File: config.mk
export PLATFORM = sky130hd
export DESIGN_NAME = irq_controller
export DESIGN_NICKNAME = d
export VERILOG_FILES = /design/src/rtl/irq_pkg.sv /design/src/rtl/irq_sync_edge.sv /design/src/rtl/irq_controller.sv
export SDC_FILE = /design/constraint.sdc
export NUM_CORES = 1
export LEC_CHECK = 0
export CORE_MARGIN = 2
export CORE_UTILIZATION = 35
export DETAILED_ROUTE_END_ITERATION = 6
export MAX_ROUTING_LAYER = met4
export PLACE_DENSITY_LB_ADDON = 0.08
export SYNTH_ARGS = -nofsm -noshare
export SYNTH_HDL_FRONTEND = slang
export SYNTH_SLANG_ARGS = --single-unit
File: constraint.sdc
create_clock -name Clk -period 1.3 [get_ports Clk]
set_input_delay 0.26 -clock Clk [delete_from_list [all_inputs] [get_ports Clk]]
set_output_delay 0.26 -clock Clk [all_outputs]
set_load 0.01 [all_outputs]
File: src/rtl/irq_pkg.sv
// Shared types and default sizing for the interrupt controller.
package irq_pkg;

  localparam int NUM_IRQ_DEF = 8;
  localparam int ID_W_DEF    = 3;

  // Handshake states. IDLE waits for a request, REQ drives Intr until the CPU
  // acknowledges, and INSVC holds until the CPU returns from the exception.
  typedef enum logic [1:0] {
    IDLE  = 2'd0,
    REQ   = 2'd1,
    INSVC = 2'd2
  } state_t;

endpackage

File: src/rtl/irq_sync_edge.sv
// Per-line front end: two-flop synchroniser followed by an edge-history flop.
// Rise is high for exactly one cycle for each low-to-high transition of IrqIn.
module irq_sync_edge (
  input  logic Clk,
  input  logic Clr,
  input  logic IrqIn,
  output logic Rise
);

  logic sync1;
  logic sync2;
  logic hist;

  // Synchronise the raw line and remember the previous synchronised level.
  always_ff @(posedge Clk or posedge Clr) begin
    if (Clr) begin
      sync1 <= 1'b0;
      sync2 <= 1'b0;
      hist  <= 1'b0;
    end else begin
      // NOTE: non-blocking assignments make the three flops shift as one
      // pipeline; blocking ones would collapse them into a single stage.
      sync1 <= IrqIn;
      sync2 <= sync1;
      hist  <= sync2;
    end
  end

  assign Rise = sync2 & ~hist;

endmodule

File: src/rtl/irq_controller.sv
// Interrupt controller: latches edge events as pending, masks them with a
// CPU-writable enable register, picks the lowest-index request and runs the
// Intr / Inta / Eret handshake with the CPU.
module irq_controller
  import irq_pkg::*;
#(
  parameter int NUM_IRQ = NUM_IRQ_DEF,
  parameter int ID_W    = ID_W_DEF
) (
  input  logic               Clk,
  input  logic               Clr,
  input  logic [NUM_IRQ-1:0] IrqIn,
  input  logic               EnWe,
  input  logic [NUM_IRQ-1:0] EnWdata,
  output logic [NUM_IRQ-1:0] EnRdata,
  output logic [NUM_IRQ-1:0] Pending,
  output logic               Intr,
  output logic [ID_W-1:0]    IntCause,
  input  logic               Inta,
  input  logic               Eret,
  output logic               InService
);

  logic [NUM_IRQ-1:0] edges;
  logic [NUM_IRQ-1:0] pending_q;
  logic [NUM_IRQ-1:0] enable_q;
  logic [NUM_IRQ-1:0] req;
  logic [NUM_IRQ-1:0] clr_vec;
  logic               req_any;
  logic [ID_W-1:0]    prio_idx;
  logic [ID_W-1:0]    cause_q;
  logic [ID_W-1:0]    cause_nxt;
  logic               ack;
  state_t             state_q;
  state_t             state_nxt;

  for (genvar g = 0; g < NUM_IRQ; g++) begin : g_line
    irq_sync_edge u_sync_edge (
      .Clk   (Clk),
      .Clr   (Clr),
      .IrqIn (IrqIn[g]),
      .Rise  (edges[g])
    );
  end

  assign req     = pending_q & enable_q;
  assign req_any = |req;

  // Lowest set bit of the masked request wins; scanning downwards lets the
  // last assignment be the lowest index.
  always_comb begin
    // NOTE: every variable written here gets a default first so no path
    // leaves it unassigned, which would infer a latch.
    prio_idx = '0;
    for (int i = NUM_IRQ - 1; i >= 0; i--) begin
      if (req[i]) prio_idx = ID_W'(i);
    end
  end

  // Next-state logic for the CPU handshake; the cause is frozen once latched.
  always_comb begin
    state_nxt = state_q;
    cause_nxt = cause_q;
    ack       = 1'b0;
    unique case (state_q)
      IDLE: begin
        if (req_any) begin
          cause_nxt = prio_idx;
          state_nxt = REQ;
        end
      end
      REQ: begin
        if (Inta) begin
          ack       = 1'b1;
          state_nxt = INSVC;
        end
      end
      INSVC: begin
        if (Eret) state_nxt = IDLE;
      end
      default: state_nxt = IDLE;
    endcase
  end

  // One-hot clear for the acknowledged cause.
  always_comb begin
    clr_vec = '0;
    for (int i = 0; i < NUM_IRQ; i++) begin
      clr_vec[i] = ack && (cause_q == ID_W'(i));
    end
  end

  // State and latched cause registers.
  always_ff @(posedge Clk or posedge Clr) begin
    if (Clr) begin
      state_q <= IDLE;
      cause_q <= '0;
    end else begin
      state_q <= state_nxt;
      cause_q <= cause_nxt;
    end
  end

  // Pending register: a new edge on the same cycle as its clear keeps the bit set.
  always_ff @(posedge Clk or posedge Clr) begin
    if (Clr) pending_q <= '0;
    else     pending_q <= (pending_q & ~clr_vec) | edges;
  end

  // CPU-written enable mask.
  always_ff @(posedge Clk or posedge Clr) begin
    if (Clr)       enable_q <= '0;
    else if (EnWe) enable_q <= EnWdata;
  end

  assign Intr      = (state_q == REQ);
  assign InService = (state_q == INSVC);
  assign IntCause  = cause_q;
  assign Pending   = pending_q;
  assign EnRdata   = enable_q;

endmodule

==> flow_summary.html <==
<table>
<tr><th>Metric</th><th>Value</th></tr>
<tr><th colspan="2">Worst setup path</th></tr>
<tr><td>Cell family with the largest share of critical-path delay</td><td>simple AND/OR/NAND/NOR gates</td></tr>
<tr><td>Critical path buffer and inverter count</td><td>1</td></tr>
<tr><td>Arrival time at the worst endpoint</td><td>1.50 ns</td></tr>
<tr><td>Nature of the critical path endpoint</td><td>flip-flop</td></tr>
<tr><td>Peak fanout along the critical path</td><td>4</td></tr>
<tr><td>Startpoint type of the worst setup path</td><td>flip-flop</td></tr>
<tr><td>Required time worst endpoint</td><td>1.48 ns</td></tr>
<tr><td>Chain of cells forming the critical path</td><td>buf_6 -&gt; nand3b_1 -&gt; or2_4 -&gt; o31ai_4 -&gt; o21ai_1</td></tr>
<tr><td>Critical path type</td><td>flip-flop to flip-flop</td></tr>
<tr><td>Slowest CP cell</td><td>dfrtp_1</td></tr>
<tr><td>Peak per-stage delay on the critical path</td><td>0.41 ns</td></tr>
<tr><th colspan="2">Power and ir drop</th></tr>
<tr><td>LEAKAGE</td><td>1.03 nW</td></tr>
<tr><td>Maximum vdd ir drop</td><td>941 µV</td></tr>
<tr><td>Total power after layout</td><td>4.05 mW</td></tr>
<tr><td>PwrDens</td><td>1740 nW/µm²</td></tr>
<tr><th colspan="2">Synthesis</th></tr>
<tr><td>Netlist area before placement</td><td>1560 µm²</td></tr>
<tr><td>Number of distinct library cell variants in the gate-level netlist after synthesis</td><td>22</td></tr>
<tr><td>Most frequently used cell type in the post-synthesis netlist</td><td>dfrtp_1</td></tr>
<tr><td>Fraction of synthesized cell area in xor and xnor cells</td><td>0</td></tr>
<tr><td>Multiplexer area fraction after synthesis</td><td>0.0579</td></tr>
<tr><td>Number of enable-type register cells in the synthesized netlist</td><td>0</td></tr>
<tr><td>Fraction of the yosys area taken by sequential cells</td><td>0.724</td></tr>
<tr><td>Instance count of the mapped netlist</td><td>115</td></tr>
<tr><td>Commonest cells in the netlist</td><td>dfrtp_1, o21ai_0, inv_1, mux2_2, nand2_1</td></tr>
<tr><td>Compound-gate portion of the synthesized area</td><td>0.132</td></tr>
<tr><td>Count of state elements after synthesis</td><td>45</td></tr>
<tr><td>Dominant register cell in the synthesized netlist</td><td>dfrtp_1</td></tr>
<tr><td>Simple-gate area share of the yosys netlist</td><td>0.0563</td></tr>
<tr><td>Syn_area_per_cell</td><td>13.5 µm²</td></tr>
<tr><td>Dominant combinational cell family by area after synthesis</td><td>compound AO/OA/AOI/OAI gates</td></tr>
<tr><td>Post-synth top area share</td><td>0.724</td></tr>
<tr><td>Synth top area cells</td><td>dfrtp_1, mux2_2, o21ai_0</td></tr>
<tr><td>Synthesis Warnings</td><td>0</td></tr>
<tr><td>Post-synth ARST share</td><td>1.00</td></tr>
<tr><td>Synthesized net count</td><td>136</td></tr>
<tr><td>Area leader, netlist</td><td>dfrtp_1</td></tr>
<tr><td>Adder and majority gate portion of the synthesized area</td><td>0</td></tr>
<tr><th colspan="2">Timing</th></tr>
<tr><td>Worst rel slew slack</td><td>0.744</td></tr>
<tr><td>Slew at the pin with the worst max-slew slack</td><td>0.382 ns</td></tr>
<tr><td>Clock skew after layout</td><td>0.00707 ns</td></tr>
<tr><td>Worst setup margin</td><td>-0.0174 ns</td></tr>
<tr><td>Highest achievable clock rate</td><td>0.759 GHz</td></tr>
<tr><td>Setup repair after global routing missed its margin</td><td>yes</td></tr>
<tr><td>Number of endpoints with negative hold slack in the final report</td><td>0</td></tr>
<tr><td>Final number of setup-violating endpoints</td><td>1</td></tr>
<tr><td>Crit share post-route</td><td>1.01</td></tr>
<tr><td>Final max-slew violation count</td><td>0</td></tr>
<tr><td>Final Critical Period</td><td>1.32 ns</td></tr>
<tr><td>Final setup TNS</td><td>-0.0174 ns</td></tr>
<tr><th colspan="2">Clocking</th></tr>
<tr><td>Clock net sink count</td><td>45</td></tr>
<tr><td>CTS HTree Levels</td><td>2</td></tr>
<tr><td>Clock latency reported for the late side of the worst-skew pair</td><td>0.29 ns</td></tr>
<tr><td>Clock tree from TritonCTS</td><td>yes</td></tr>
<tr><td>Longest Clk Path Bufs</td><td>2</td></tr>
<tr><td>Clock slew at reported path FFs</td><td>0.09 ns</td></tr>
<tr><td>Number of buffers created by CTS</td><td>5</td></tr>
<tr><td>CTS root buffer</td><td>clkbuf_8</td></tr>
<tr><th colspan="2">Place</th></tr>
<tr><td>Placer Congestion</td><td>0.762</td></tr>
<tr><td>Sum of net half-perimeters after detailed placement</td><td>2.30 mm</td></tr>
<tr><td>Number of buffers inserted by port buffering</td><td>41</td></tr>
<tr><td>Post-placement cell area</td><td>2150 µm²</td></tr>
<tr><th colspan="2">Final layout</th></tr>
<tr><td>Core Util, Final</td><td>0.539</td></tr>
<tr><td>Count of inserted antenna diode cells</td><td>0</td></tr>
<tr><td>Final non-filler cell area</td><td>2330 µm²</td></tr>
<tr><td>Number of fill cells in the layout</td><td>380</td></tr>
<tr><td>Total number of nets in the final design</td><td>207</td></tr>
<tr><td>Layout cell share with drive strength beyond 1</td><td>0.294</td></tr>
<tr><td>Area Growth Syn to Fin</td><td>49.8%</td></tr>
<tr><th colspan="2">Drt</th></tr>
<tr><td>Detailed Route Iter0 Violations</td><td>41</td></tr>
<tr><td>Total DRC errors in the routed layout</td><td>0</td></tr>
<tr><td>First drt pass iteration count</td><td>4</td></tr>
<tr><td>Routed wire length per instance</td><td>13.4 µm</td></tr>
<tr><td>Total via count after detailed routing</td><td>1,133</td></tr>
<tr><td>Average vias per placed instance</td><td>4.74</td></tr>
<tr><td>Antenna viol nets, final</td><td>0</td></tr>
<tr><td>Total detailed-routing wirelength</td><td>3.20 mm</td></tr>
<tr><th colspan="2">Run</th></tr>
<tr><td>Max Cap Violations</td><td>0</td></tr>
<tr><th colspan="2">Floorplan</th></tr>
<tr><td>Area enclosed by the die boundary</td><td>4990 µm²</td></tr>
<tr><td>Chip height</td><td>70.7 µm</td></tr>
<tr><td>Initial core utilization</td><td>0.360</td></tr>
<tr><td>Die width</td><td>70.7 µm</td></tr>
<tr><td>Std-Cell Rows</td><td>24</td></tr>
<tr><td>Number of primary I/O pins</td><td>42</td></tr>
<tr><td>Floorplan core area</td><td>4320 µm²</td></tr>
<tr><th colspan="2">Global route</th></tr>
<tr><td>GRT Resource Usage Total</td><td>0.150</td></tr>
<tr><td>Antenna violations before repair</td><td>0</td></tr>
<tr><td>Largest net degree at the start of global routing</td><td>46</td></tr>
<tr><td>Remaining global-route overflow</td><td>0</td></tr>
<tr><td>First-pass GRT wire length</td><td>5.62 mm</td></tr>
<tr><td>Vias in the first global route</td><td>1,183</td></tr>
<tr><th colspan="2">Run status</th></tr>
<tr><td>Outcome</td><td>complete, but fails checks</td></tr>
<tr><td>Violated checks</td><td>setup timing</td></tr>
<tr><th colspan="2">Worst hold path</th></tr>
<tr><td>Path category of the worst min-delay check</td><td>input pin to async pin</td></tr>
</table>
[per-layer routing]
| layer | vias to the layer above | share of wire | GRT usage |
|---|---|---|---|
| li1 | 544 | - | - |
| met1 | 549 | 0.42 | 0.176 |
| met2 | 36 | 0.50 | 0.241 |
| met3 | 4 | 0.065 | 0.0499 |
| met4 | 0 | 0.012 | 0.0608 |
| met5 | - | 0 | - |
[state kept, by name (all words and copies together) (netlist names)]
signal,cells
state_q,2
g_line.u_sync_edge.sync2,8
g_line.u_sync_edge.hist,8
IntCause,3
Pending,8
EnRdata,8
g_line.u_sync_edge.sync1,8
[kinds of logic after synthesis]
kind of cell	count (synthesis)
muxes	8
and+or+nand+nor	17
DFF	45
buffers and inverters	12
AOI/OAI and AO/OA	33
[layout by cell type, fill, tap and decap left out, drive strengths merged]
cell type      Yosys  layout
clkbuf             0       7
buf                1      26
clkdlybuf4s50      0      20
clkdlybuf4s15      0       4
clkinvlp           0       2
o31ai              2       2
nand3              1       1
a211oi             1       1
mux2               8       8
a21oi              5       5
a22oi              5       5
or2                1       1
inv               11      11
nand2b             3       3
dlygate4sd2        0      13
a32oi              1       1
o21ai             16      16
nand3b             1       1
and2b              1       1
nand2              7       7
nor2               2       2
clkinv             0       1
nand4              1       1
a31oi              1       1
a32o               2       2
dfrtp             45      45
[timing repair]
action	in CTS	in global routing
hold buffers	0	0
resized for setup	38	15
setup endpoints to repair	27	17
cloned	0	0
buffers inserted	10	0
pin swaps	1	7
[power breakdown]
| part | switching [mW] | leakage (nW) | internal [mW] | total [mW] |
|---|---|---|---|---|
| combinational | 0.686 | 0.478 | 0.734 | 1.42 |
| sequential | 0.147 | 0.506 | 1.62 | 1.77 |
| clock | 0.478 | 0.0447 | 0.388 | 0.865 |
| total | 1.31 | 1.03 | 2.74 | 4.05 |
[per-stage QoR]
stage,hold WS (ns),cells,setup WS [ns]
after floorplan,0.271,115,0.110
after global placement,0.332,221,-0.182
after detailed placement,0.336,221,-0.214
after CTS,0.356,239,-0.0351
after global routing,0.364,239,-0.0886
final,0.352,239,-0.0174
[worst reg2reg max path: cells and delay by family, from the launching register on]
kind,cells,cell delay [ns]
and+or+nand+nor,2,0.43
AOI/OAI and AO/OA,2,0.25
DFF,1,0.41
buffers and inverters,1,0.12
[cell type report]
class / count / area, µm² / share of cell area
clock inverter: 3 / 25.0 / 0.0107
inverter: 11 / 45.0 / 0.0193
multi-input combinational: 58 / 429 / 0.184
timing repair buffer: 65 / 571 / 0.245
sequential: 45 / 1130 / 0.483
tap: 52 / 65.1 / 0.0279
clock buffer: 5 / 68.8 / 0.0295
[path summary, 6_finish.rpt]
| kind | from | endpoint | slack, ns | cells past startpoint |
|---|---|---|---|---|
| worst max-delay path | state_q[1]$_DFFE_PP0P_ | Pending[0]$_DFF_PP0_ | -0.02 | 5 |
| worst min-delay path | Clr | state_q[0]$_DFFE_PP0P_ | 0.35 | 3 |
| worst max register to register | state_q[1]$_DFFE_PP0P_ | Pending[0]$_DFF_PP0_ | -0.02 | 5 |
| worst min register to register | g_line[6].u_sync_edge.sync1$_DFF_PP0_ | g_line[6].u_sync_edge.sync2$_DFF_PP0_ | 0.35 | 0 |
| max in group asynchronous | Clr | EnRdata[4]$_DFFE_PP0P_ | 0.73 | 3 |
| min in group Clk | g_line[6].u_sync_edge.sync1$_DFF_PP0_ | g_line[6].u_sync_edge.sync2$_DFF_PP0_ | 0.35 | 0 |
(Power assumes the default switching activity.)
